$ cat src/rtl/des_out_reader.sv
// Read-side DES result collector: buffers 64-bit blocks in a FIFO and streams them MSB byte first.
// Optional XOR checksum beat after every block when DES_READER_CHECKSUM_EN is defined.
module des_out_reader #(
  parameter int unsigned ADDR_WIDTH = 4,
  parameter int unsigned DATA_WIDTH = 64
) (
  input  logic                rd_clk,
  input  logic                rd_rst,
  input  logic [DATA_WIDTH:1] i_data,
  input  logic                i_valid,
  output logic [7:0]          o_byte,
  output logic                o_byte_valid,
  input  logic                i_byte_ready,
  output logic                o_last,
  output logic [ADDR_WIDTH:0] count,
  output logic                full,
  output logic                empty,
  output logic                overflow,
  input  logic                clr_overflow
);

  localparam int unsigned Depth = 1 << ADDR_WIDTH;
  localparam logic [ADDR_WIDTH:0]   DepthCnt = {1'b1, {ADDR_WIDTH{1'b0}}};
  localparam logic [ADDR_WIDTH:0]   CntOne   = {{ADDR_WIDTH{1'b0}}, 1'b1};
  localparam logic [ADDR_WIDTH-1:0] PtrOne   = {{(ADDR_WIDTH-1){1'b0}}, 1'b1};

`ifdef DES_READER_CHECKSUM_EN
  typedef enum logic [1:0] {StIdle, StLoad, StSend, StChk} state_e;
`else
  typedef enum logic [1:0] {StIdle, StLoad, StSend} state_e;
`endif

  state_e state_q, state_d;

  logic [DATA_WIDTH:1]   mem [0:Depth-1];
  logic [ADDR_WIDTH-1:0] wr_ptr_q;
  logic [ADDR_WIDTH-1:0] rd_ptr_q;
  logic [ADDR_WIDTH:0]   count_q;
  logic                  overflow_q;
  logic [DATA_WIDTH:1]   shifter_q;
  logic [3:0]            beat_q;
`ifdef DES_READER_CHECKSUM_EN
  logic [7:0]            csum_q;
`endif

  logic pop;
  logic push;
  logic drop;
  logic send_xfer;

  assign count    = count_q;
  assign full     = (count_q == DepthCnt);
  assign empty    = (count_q == '0);
  assign overflow = overflow_q;

  // A full FIFO still accepts a block when the head leaves in the same cycle.
  assign push = i_valid & (~full | pop);
  assign drop = i_valid & ~push;

  always_ff @(posedge rd_clk) begin
    if (rd_rst) begin
      state_q <= StIdle;
    end else begin
      state_q <= state_d;
    end
  end

  always_comb begin
    state_d      = state_q;
    pop          = 1'b0;
    send_xfer    = 1'b0;
    o_byte_valid = 1'b0;
    o_byte       = 8'h00;
    o_last       = 1'b0;
    case (state_q)
      StIdle: begin
        if (count_q != '0) state_d = StLoad;
      end
      StLoad: begin
        pop     = 1'b1;
        state_d = StSend;
      end
      StSend: begin
        o_byte_valid = 1'b1;
        o_byte       = shifter_q[DATA_WIDTH -: 8];
`ifndef DES_READER_CHECKSUM_EN
        o_last       = (beat_q == 4'd7);
`endif
        if (i_byte_ready) begin
          send_xfer = 1'b1;
          if (beat_q == 4'd7) begin
`ifdef DES_READER_CHECKSUM_EN
            state_d = StChk;
`else
            state_d = (count_q != '0) ? StLoad : StIdle;
`endif
          end
        end
      end
`ifdef DES_READER_CHECKSUM_EN
      StChk: begin
        o_byte_valid = 1'b1;
        o_byte       = csum_q;
        o_last       = 1'b1;
        if (i_byte_ready) state_d = (count_q != '0) ? StLoad : StIdle;
      end
`endif
      default: state_d = StIdle;
    endcase
  end

  // Storage carries no reset; pointers and count define which entries are live.
  always_ff @(posedge rd_clk) begin
    if (push) mem[wr_ptr_q] <= i_data;
  end

  always_ff @(posedge rd_clk) begin
    if (rd_rst) begin
      wr_ptr_q   <= '0;
      rd_ptr_q   <= '0;
      count_q    <= '0;
      overflow_q <= 1'b0;
      shifter_q  <= '0;
      beat_q     <= 4'd0;
    end else begin
      if (push) wr_ptr_q <= wr_ptr_q + PtrOne;
      if (pop)  rd_ptr_q <= rd_ptr_q + PtrOne;

      case ({push, pop})
        2'b10:   count_q <= count_q + CntOne;
        2'b01:   count_q <= count_q - CntOne;
        default: count_q <= count_q;
      endcase

      if (clr_overflow) begin
        overflow_q <= 1'b0;
      end else if (drop) begin
        overflow_q <= 1'b1;
      end

      if (pop) begin
        shifter_q <= mem[rd_ptr_q];
        beat_q    <= 4'd0;
      end else if (send_xfer) begin
        shifter_q <= {shifter_q[DATA_WIDTH-8:1], 8'h00};
        beat_q    <= beat_q + 4'd1;
      end
    end
  end

`ifdef DES_READER_CHECKSUM_EN
  always_ff @(posedge rd_clk) begin
    if (rd_rst) begin
      csum_q <= 8'h00;
    end else if (pop) begin
      csum_q <= 8'h00;
    end else if (send_xfer) begin
      csum_q <= csum_q ^ shifter_q[DATA_WIDTH -: 8];
    end
  end
`endif

endmodule

$ cat config.mk
export PLATFORM = sky130hd
export DESIGN_NAME = des_out_reader
export DESIGN_NICKNAME = d
export VERILOG_FILES = /design/src/rtl/des_out_reader.sv
export SDC_FILE = /design/constraint.sdc
export NUM_CORES = 1
export LEC_CHECK = 0
export ABC_AREA = 1
export BUFFER_PORTS_ARGS = -buffer_cell sky130_fd_sc_hd__buf_2
export CAP_MARGIN = 25
export CORE_MARGIN = 8
export CORE_UTILIZATION = 41
export CTS_CLUSTER_DIAMETER = 30
export DETAILED_ROUTE_END_ITERATION = 8
export GPL_TIMING_DRIVEN = 0
export PLACE_DENSITY_LB_ADDON = 0.3
export SYNTH_ARGS = -nofsm -noshare
export SYNTH_HDL_FRONTEND = slang
export SYNTH_SLANG_ARGS = --single-unit
$ cat constraint.sdc
create_clock -name rd_clk -period 4.4 [get_ports rd_clk]
set_input_delay 0.88 -clock rd_clk [delete_from_list [all_inputs] [get_ports rd_clk]]
set_output_delay 0.88 -clock rd_clk [all_outputs]
set_load 0.02 [all_outputs]
# Yosys cells after proc, flatten, opt, wreduce, memory -nomap -nowiden
# Memory sizes are Yosys's and may differ from the RTL's. A register that Yosys moved wholly into a read port is not among the register bits.
# Index checks and enable logic that the tools add are counted.
[totals]
reg_bits = 84
ramBits = 1024
in_bits = 69
output_inout_bits = 18
n_memories = 1
[classes]
addsub = 5
n_eq_ne = 9
mux = 18
bitwise_logic = 5
n_reduce_logical = 8
[mem_list]
columns = ["memory", "words", "width", "rd", "rd_ports_with_merged_regs", "wr", "line_no", "source"]
rows = [
  ["mem", 16, 64, 1, 1, 1, "35", "logic [DATA_WIDTH:1] mem [0:Depth-1];"],
]
[ops]
columns = ["cell", "n"]
rows = [
  ["$mux 64", 2],
  ["$add 4x1->4 const B", 3],
  ["$pmux 5 s2", 1],
  ["$mux 1", 8],
  ["$mux 4", 2],
  ["$mux 8", 1],
  ["$mux 2", 3],
  ["$ne 2x2->1 const B", 3],
  ["$pmux 2 s3", 1],
  ["$add 5x1->5 const B", 1],
  ["$eq 5x5->1 const B", 1],
  ["$logic_not 5->1", 1],
  ["$reduce_bool 5->1", 1],
  ["$sub 5x1->5 const B", 1],
  ["$eq 2x1->1 const B", 2],
  ["$eq 2x2->1 const B", 2],
  ["$eq 4x3->1 const B", 1],
  ["$reduce_bool 2->1", 2],
  ["$reduce_or 2->1", 2],
  ["$reduce_and 3->1", 1],
  ["$and 1x1->1", 2],
  ["$logic_not 2->1", 1],
  ["$not 1->1", 2],
  ["$or 1x1->1", 1],
]

# Logic depth before layout (Yosys ltp)
# Gate-level depths: netlist (run 1).
[logic_depth]
ltp_word = 6
ltp_mapped = 14
ltp_nobuf = 13

# Worst setup path before layout (run 1)
# OpenSTA, ideal clock, no wires.
[synth_timing]
kind = "input-to-reg"
start = "in i_valid"
end = "mem mem[11][0] (netlist name) (enable)"
arrival_time_ns = 4.021
slack_ns = -0.107
cell_stages = 4
n_path_buf = 0
cell_sequence = "inv_1 -> nor2_2 -> nand2_1 -> nor2_1"
[synth_via]
elab_chain_len = 3
[synth_rtl]
columns = ["element", "line_no", "source"]
rows = [
  ["start, declared", "10", "input logic i_valid,"],
  ["$and 1x1->1", "57", "assign push = i_valid & (~full | pop);"],
  ["$mux 1", "114", "if (push) mem[wr_ptr_q] <= i_data;"],
  ["$mux 1 (not written as such)", "114", ""],
  ["end, declared", "35", ""],
]
# Every way passes these cells.

# Final worst setup path (run 1)
[layout_timing]
start = "reg count_q[0], in the netlist count[0]"
end = "out empty"
[layout_via]
elab_chain_len = 1
[layout_rtl]
columns = ["element", "line_no", "source"]
rows = [
  ["start, declared", "38", "logic [ADDR_WIDTH:0] count_q;"],
  ["start signal, assigned", "130", "2'b10: count_q <= count_q + CntOne;"],
  ["start signal, assigned", "131", "2'b01: count_q <= count_q - CntOne;"],
  ["start signal, assigned", "132", "default: count_q <= count_q;"],
  ["$logic_not 5->1", "53", "assign empty = (count_q == '0);"],
  ["end, declared", "17", "output logic empty,"],
]
# Every way passes these cells.

==> results of run 1 <==
==> flip-flops by register name (all words and copies together), names as in the netlist, named ones only <==
name       count
rd_ptr_q       4
count          5
overflow       1
wr_ptr_q       4
beat_q         4
state_q        2
shifter_q     64
mem         1024
==> cell usage after synthesis, drive strengths merged <==
library cell,count,area [um2]
a21oi,30,150
buf,160,873
clkbuf,85,319
dfxtp,88,1760
edfxtp,1024,30700
fa,1,20.0
ha,9,113
inv,116,438
nand2,1498,5620
nand3,744,3720
nor2,149,572
nor3,5,25.0
nor4,1,6.26
o211ai,29,218
o21a,1,7.51
o21ai,79,395
or2,1,6.26
xnor2,1,8.76
xor2,3,26.3
==> power by group <==
part	internal [mW]	switching, mW	leakage (nW)
Combinational	2.13	5.73	7.72
Clock	9.97	5.36	3.24
Sequential	12.0	0.254	9.97
==> metal layers <==
metal / global-route usage (%) / up-vias / part of all wire, % / wire length [um]
li1: - / 14600 / - / -
met1: 29.8 / 15600 / 41 / 56500
met2: 35.4 / 1707 / 46 / 63600
met3: 4.73 / 353 / 9.1 / 12700
met4: 9.54 / 4 / 4.3 / 6020
met5: 0 / - / 0.021 / 29
==> cell usage in the layout (no fill, tap or decap), drive strengths merged, types with 9 or more instances in the layout <==
| cell | instances |
|---|---|
| clkinv | 72 |
| ha | 9 |
| edfxtp | 1024 |
| dfxtp | 88 |
| o211ai | 29 |
| nand3 | 744 |
| nor2 | 149 |
| o21ai | 79 |
| buf | 297 |
| bufinv | 30 |
| a21oi | 30 |
| inv | 141 |
| nand2 | 1498 |
| clkinvlp | 24 |
| clkbuf | 294 |
==> cells by family after synthesis <==
group,share of synthesized area [%]
simple gates,22.1
flops,72.2
buf+inv,3.62
compound gates,1.71
fa+ha+maj,0.294
xor+xnor,0.0778
==> metrics by stage <==
stage / instance area (um2) / instances / util [%] / TNS (ns)
6_report: 55100 / 5939 / 50.7 / 0
3_3_place_gp: 47300 / 5524 / 43.4 / -3181.18
2_1_floorplan: 45100 / 4024 / - / -66.44
3_5_place_dp: 48400 / 5575 / 44.5 / 0
4_1_cts: 55100 / 5935 / 50.7 / 0
5_1_grt: 55100 / 5935 / 50.7 / 0
==> worst reg2reg max path, delay by kind of cell, from the launching register on <==
kind | cells | cell delay (ns)
and+or+nand+nor | 5 | 1.74
DFF | 1 | 0.34
buffers and inverters | 4 | 0.79
==> area by class of cell <==
cell class	instances	area share, %
buffer	245	2.16
multi-input combinational	2551	20.0
sequential	1112	59.0
timing repair buffer	137	2.67
tap	1414	3.21
clock inverter	151	3.22
clock buffer	209	9.00
antenna	4	0.0182
inverter	116	0.794
==> worst max path at each step <==
stage	end	slack [ns]	startpoint
final	empty	1.02	count[0]
after global routing	empty	0.96	count[0]
after CTS	empty	1.01	count[0]
after detailed placement	mem[5][31]	1.16	i_valid
after global placement	mem[7][29]	-4.35	i_valid
after floorplan	mem[11][0]	-0.11	i_valid
==> results.cfg, run 1 <==
[logic_synthesis]
synth_area_um2 = 45000
synth-seq-cells = 1112
syn_area_per_cell_um2 = 11.2
syn-num-nets = 4103
seq_area_frac_synth_pct = 72.2
yosysUniqueCellTypes = 27
synth_warnings = 0
syn_inst = 4024

[floorplan]
io_pins = 87
die_w_um = 347
fp.coreArea_um2 = 109000
rows = 121
dieArea_um2 = 121000
die_y_um = 347
initial_core_util_pct = 41.4

[cts]
ctsHoldBuffers = 0
clock_sinks = 1112
clockBufferDepth = 3
clkLatencyLatePin_ns = 0.78
cts_inserted_buffers = 194
cts_tree = yes
post_cts_buffers = 0
h-tree-depth = 4
root_buffer = clkbuf_16
clkTransAtPathRegs_ns = 0.05
cts_resized = 0

[sta]
max_slew_margin_pct = 26.7
setup_viol = 0
finalWorstSetupSlack_ns = 1.02
slew_viol_final = 0
final.min_clock_period_ns = 3.38
fin_hold_ws_ns = 0.286
final_hold_viol_count = 0
clock.fmax_mhz = 296
rsz0062_at_grt = no
post-route-period-util_pct = 76.9
tightest_slew_ns = 1.09
finalClockSkew_ns = 0.0368

[drt]
ant_nets = 0
vias = 32200
drtIter0Drc = 3708
avgRoutedWirePerCell_um = 23.4
drc = 0
drt_pass1_iterations = 5
vias_per_cell = 5.43
totalWireLength_mm = 139

[min_path]
hold_path.class = in -> reg
hp-start = clr_overflow
min_path_cells = 2
hold_end = overflow

[place]
routabilityCongestion = 0.842
place_hpwl_mm = 91.3
portBuffers = 86
dp_slack_ns = 1.16

[worst_setup_path]
worst-setup-path-type = reg -> out
reg2reg_slack_ns = 1.18
cp.required_ns = 3.52
cp_common_cell = nor2_1
timing.rr.end = mem[5][31]
slowest_delay_ns = 0.83
cp-end-kind = output port
cp_data_arrival_time_ns = 2.50
cp.depth = 4
critPathTopFamily = simple AND/OR/NAND/NOR gates
ff2ff_path_depth = 9
cp-start-kind = flop
cp_max_fo = 6
worst-path-buf-inv = 1
cp_cell_sequence = nor2_1 > nand2_1 > nor2_1 > buf_2
critPathSlowestCell = nor2_1
rr_startpoint = state_q[0]

[grt]
antenna_found_initial = 9
grt_pass1_vias = 31000
grt_pass1_wl_mm = 202
gr-total-overflow = 0
grt_max_degree = 25
grt.total_usage_pct = 22.3

[layout]
nNetsFinal = 4436
drive_gt1_share_pct = 13.4
regArea_um2 = 32500
area_delta_synth_final_pct = 22.5
multiInputGateArea_um2 = 11000
fillers = 9226

[run_status]
status = finished clean

[pwr]
ir_drop_mv = 0.420
leakagePower_nw = 20.9
totalPowerFinal_mw = 35.5
power.density_nw_per_um2 = 644

[run]
max_cap_violations = 0
(Power assumes the default switching activity.)
==> run 2, diff against run 1 <==
Clock period 4.4 ns to 2.78 ns, I/O delays scaled along.
==> run 2 against run 1 <==
Against the previous run:
- sequential power is 59% higher
- worst setup slack got worse by 1.0 ns
- hold slack worse by 0.19 ns
- die area unchanged
- design area grew 0.76%
- non-clock buffer count grew 39
- largest cell class unchanged
==> results.cfg, run 2 (same netlist as run 1, synthesis figures left out) <==
[drt]
drtIter0Drc = 3810
avgRoutedWirePerCell_um = 23.2
vias_per_cell = 5.41
drt_pass1_iterations = 6
drc = 0
ant_nets = 0
totalWireLength_mm = 139
vias = 32400

[floorplan]
die_y_um = 347
io_pins = 87
die_w_um = 347
fp.coreArea_um2 = 109000
dieArea_um2 = 121000
initial_core_util_pct = 41.4
rows = 121

[min_path]
hold_path.class = in -> reg

[place]
routabilityCongestion = 0.845
portBuffers = 86
placed_cells = 5574
place_hpwl_mm = 89.7

[run_status]
status = finished clean

[sta]
slew_viol_final = 0
clock.fmax_mhz = 360
finalClockSkew_ns = 0.0444
setup_viol = 0
totalNegativeSetupSlack_ns = 0
rsz0062_at_grt = yes
final.min_clock_period_ns = 2.78
tightest_slew_ns = 1.00
post-route-period-util_pct = 99.8
max_slew_margin_pct = 33.1
final_hold_viol_count = 0

[layout]
final_cell_mix = 1,496 x nand2_1, 1,024 x edfxtp_1, 744 x nand3_1
drive_gt1_share_pct = 14.3
largest_reg_flops = 1024
top_register = mem
nNetsFinal = 4481
fin_cells = 5991
mostFrequentLayoutCell = nand2_1
area_delta_synth_final_pct = 23.4

[grt]
grt.total_usage_pct = 22.4
grt_pass1_wl_mm = 203
gr-total-overflow = 0
grt_max_degree = 25
antenna_found_initial = 9
grt_pass1_vias = 31200

[cts]
h-tree-depth = 4
clock_sinks = 1112
clkLatencyLatePin_ns = 0.80
clockBufferDepth = 3
root_buffer = clkbuf_16
cts_tree = yes
clkTransAtPathRegs_ns = 0.06
cts_inserted_buffers = 199

[run]
max_cap_violations = 0

[worst_setup_path]
cp_data_arrival_time_ns = 3.41
worst-setup-path-type = reg -> reg
cp_max_fo = 10
cp-end-kind = flop
cp.required_ns = 3.41
cp-start-kind = flop

[pwr]
ir_drop_mv = 0.596
netSwitchingPower_mw = 18.0
intPower_mw = 38.1
p_seq_share_pct = 34.7
netSwitchingFraction_pct = 32.2
p_comb_share_pct = 22.2
leakagePower_nw = 21.2
power.density_nw_per_um2 = 1010
clock_power_share_pct = 43.1
run 2: final timing paths:
check | from | end | slack (ns) | cells past startpoint
setup reg to reg | flop | shifter_q[14] | 0.005 | 8
hold / removal | i_valid | overflow | 0.1 | 3
hold reg to reg | shifter_q[49] | shifter_q[57] | 0.44 | 2
setup / recovery | flop | shifter_q[14] | 0.005 | 8
run 2: stage by stage:
stage	hold WS, ns	power (mW)	utilization, %	worst slack [ns]	area (um2)
after floorplan	0.417	27.1	-	-0.527	45100
after global placement	0.427	31.7	43.4	-3.21	47300
after detailed placement	0.434	31.9	44.5	-0.346	48400
after CTS	0.0653	56.1	51.0	0.00116	55500
after global routing	0.103	58.2	51.0	-0.000596	55600
final	0.0980	56.1	51.0	0.00498	55600
run 2: final cells by class:
class,instances,area [um2]
fillers,9288,53300
flip-flops and latches,1112,32500
multi-input cells,2552,11000
clock buffers,235,5280
repair buffers,177,1810
well taps,1414,1770
clock inverters,138,1520
plain buffers,244,1200
inverters,116,438
diodes,3,7.51
run 2: power groups by stage:
stage	Sequential, mW	Combinational [mW]	Clock, mW
2_1_floorplan	19.7	7.49	0
3_3_place_gp	19.8	11.9	0
3_5_place_dp	19.8	12.2	0
4_1_cts	19.4	12.3	24.3
5_1_grt	19.5	13.6	25.1
6_report	19.5	12.5	24.2
run 2: routing by layer:
metal | part of all wire [%] | global-route usage, % | vias up
met4 | 3.9 | 9.15 | 4
met3 | 9.4 | 4.79 | 340
met1 | 40 | 29.9 | 15600
met5 | 0.019 | 0 | -
met2 | 46 | 35.9 | 1715
li1 | - | - | 14700
run 2: worst max-delay path, stage by stage, from the launching register on:
cell and delay (ns):
dfxtp_1 0.45, clkbuf_1 0.42, buf_8 0.24, buf_1 0.71, nand3_1 0.20, nand3_1 0.13, nand3_1 0.21, nand2_1 0.14
a21oi_1 0.07
run 2: repair_timing:
action / CTS / global route
endpoints found under the hold margin: 1 / 0
resized for setup: 4 / 8
pin swaps: 15 / 1
cloned: 1 / 0
endpoints found under the setup margin: 374 / 51
buffers inserted: 39 / 1
hold buffers: 1 / 0
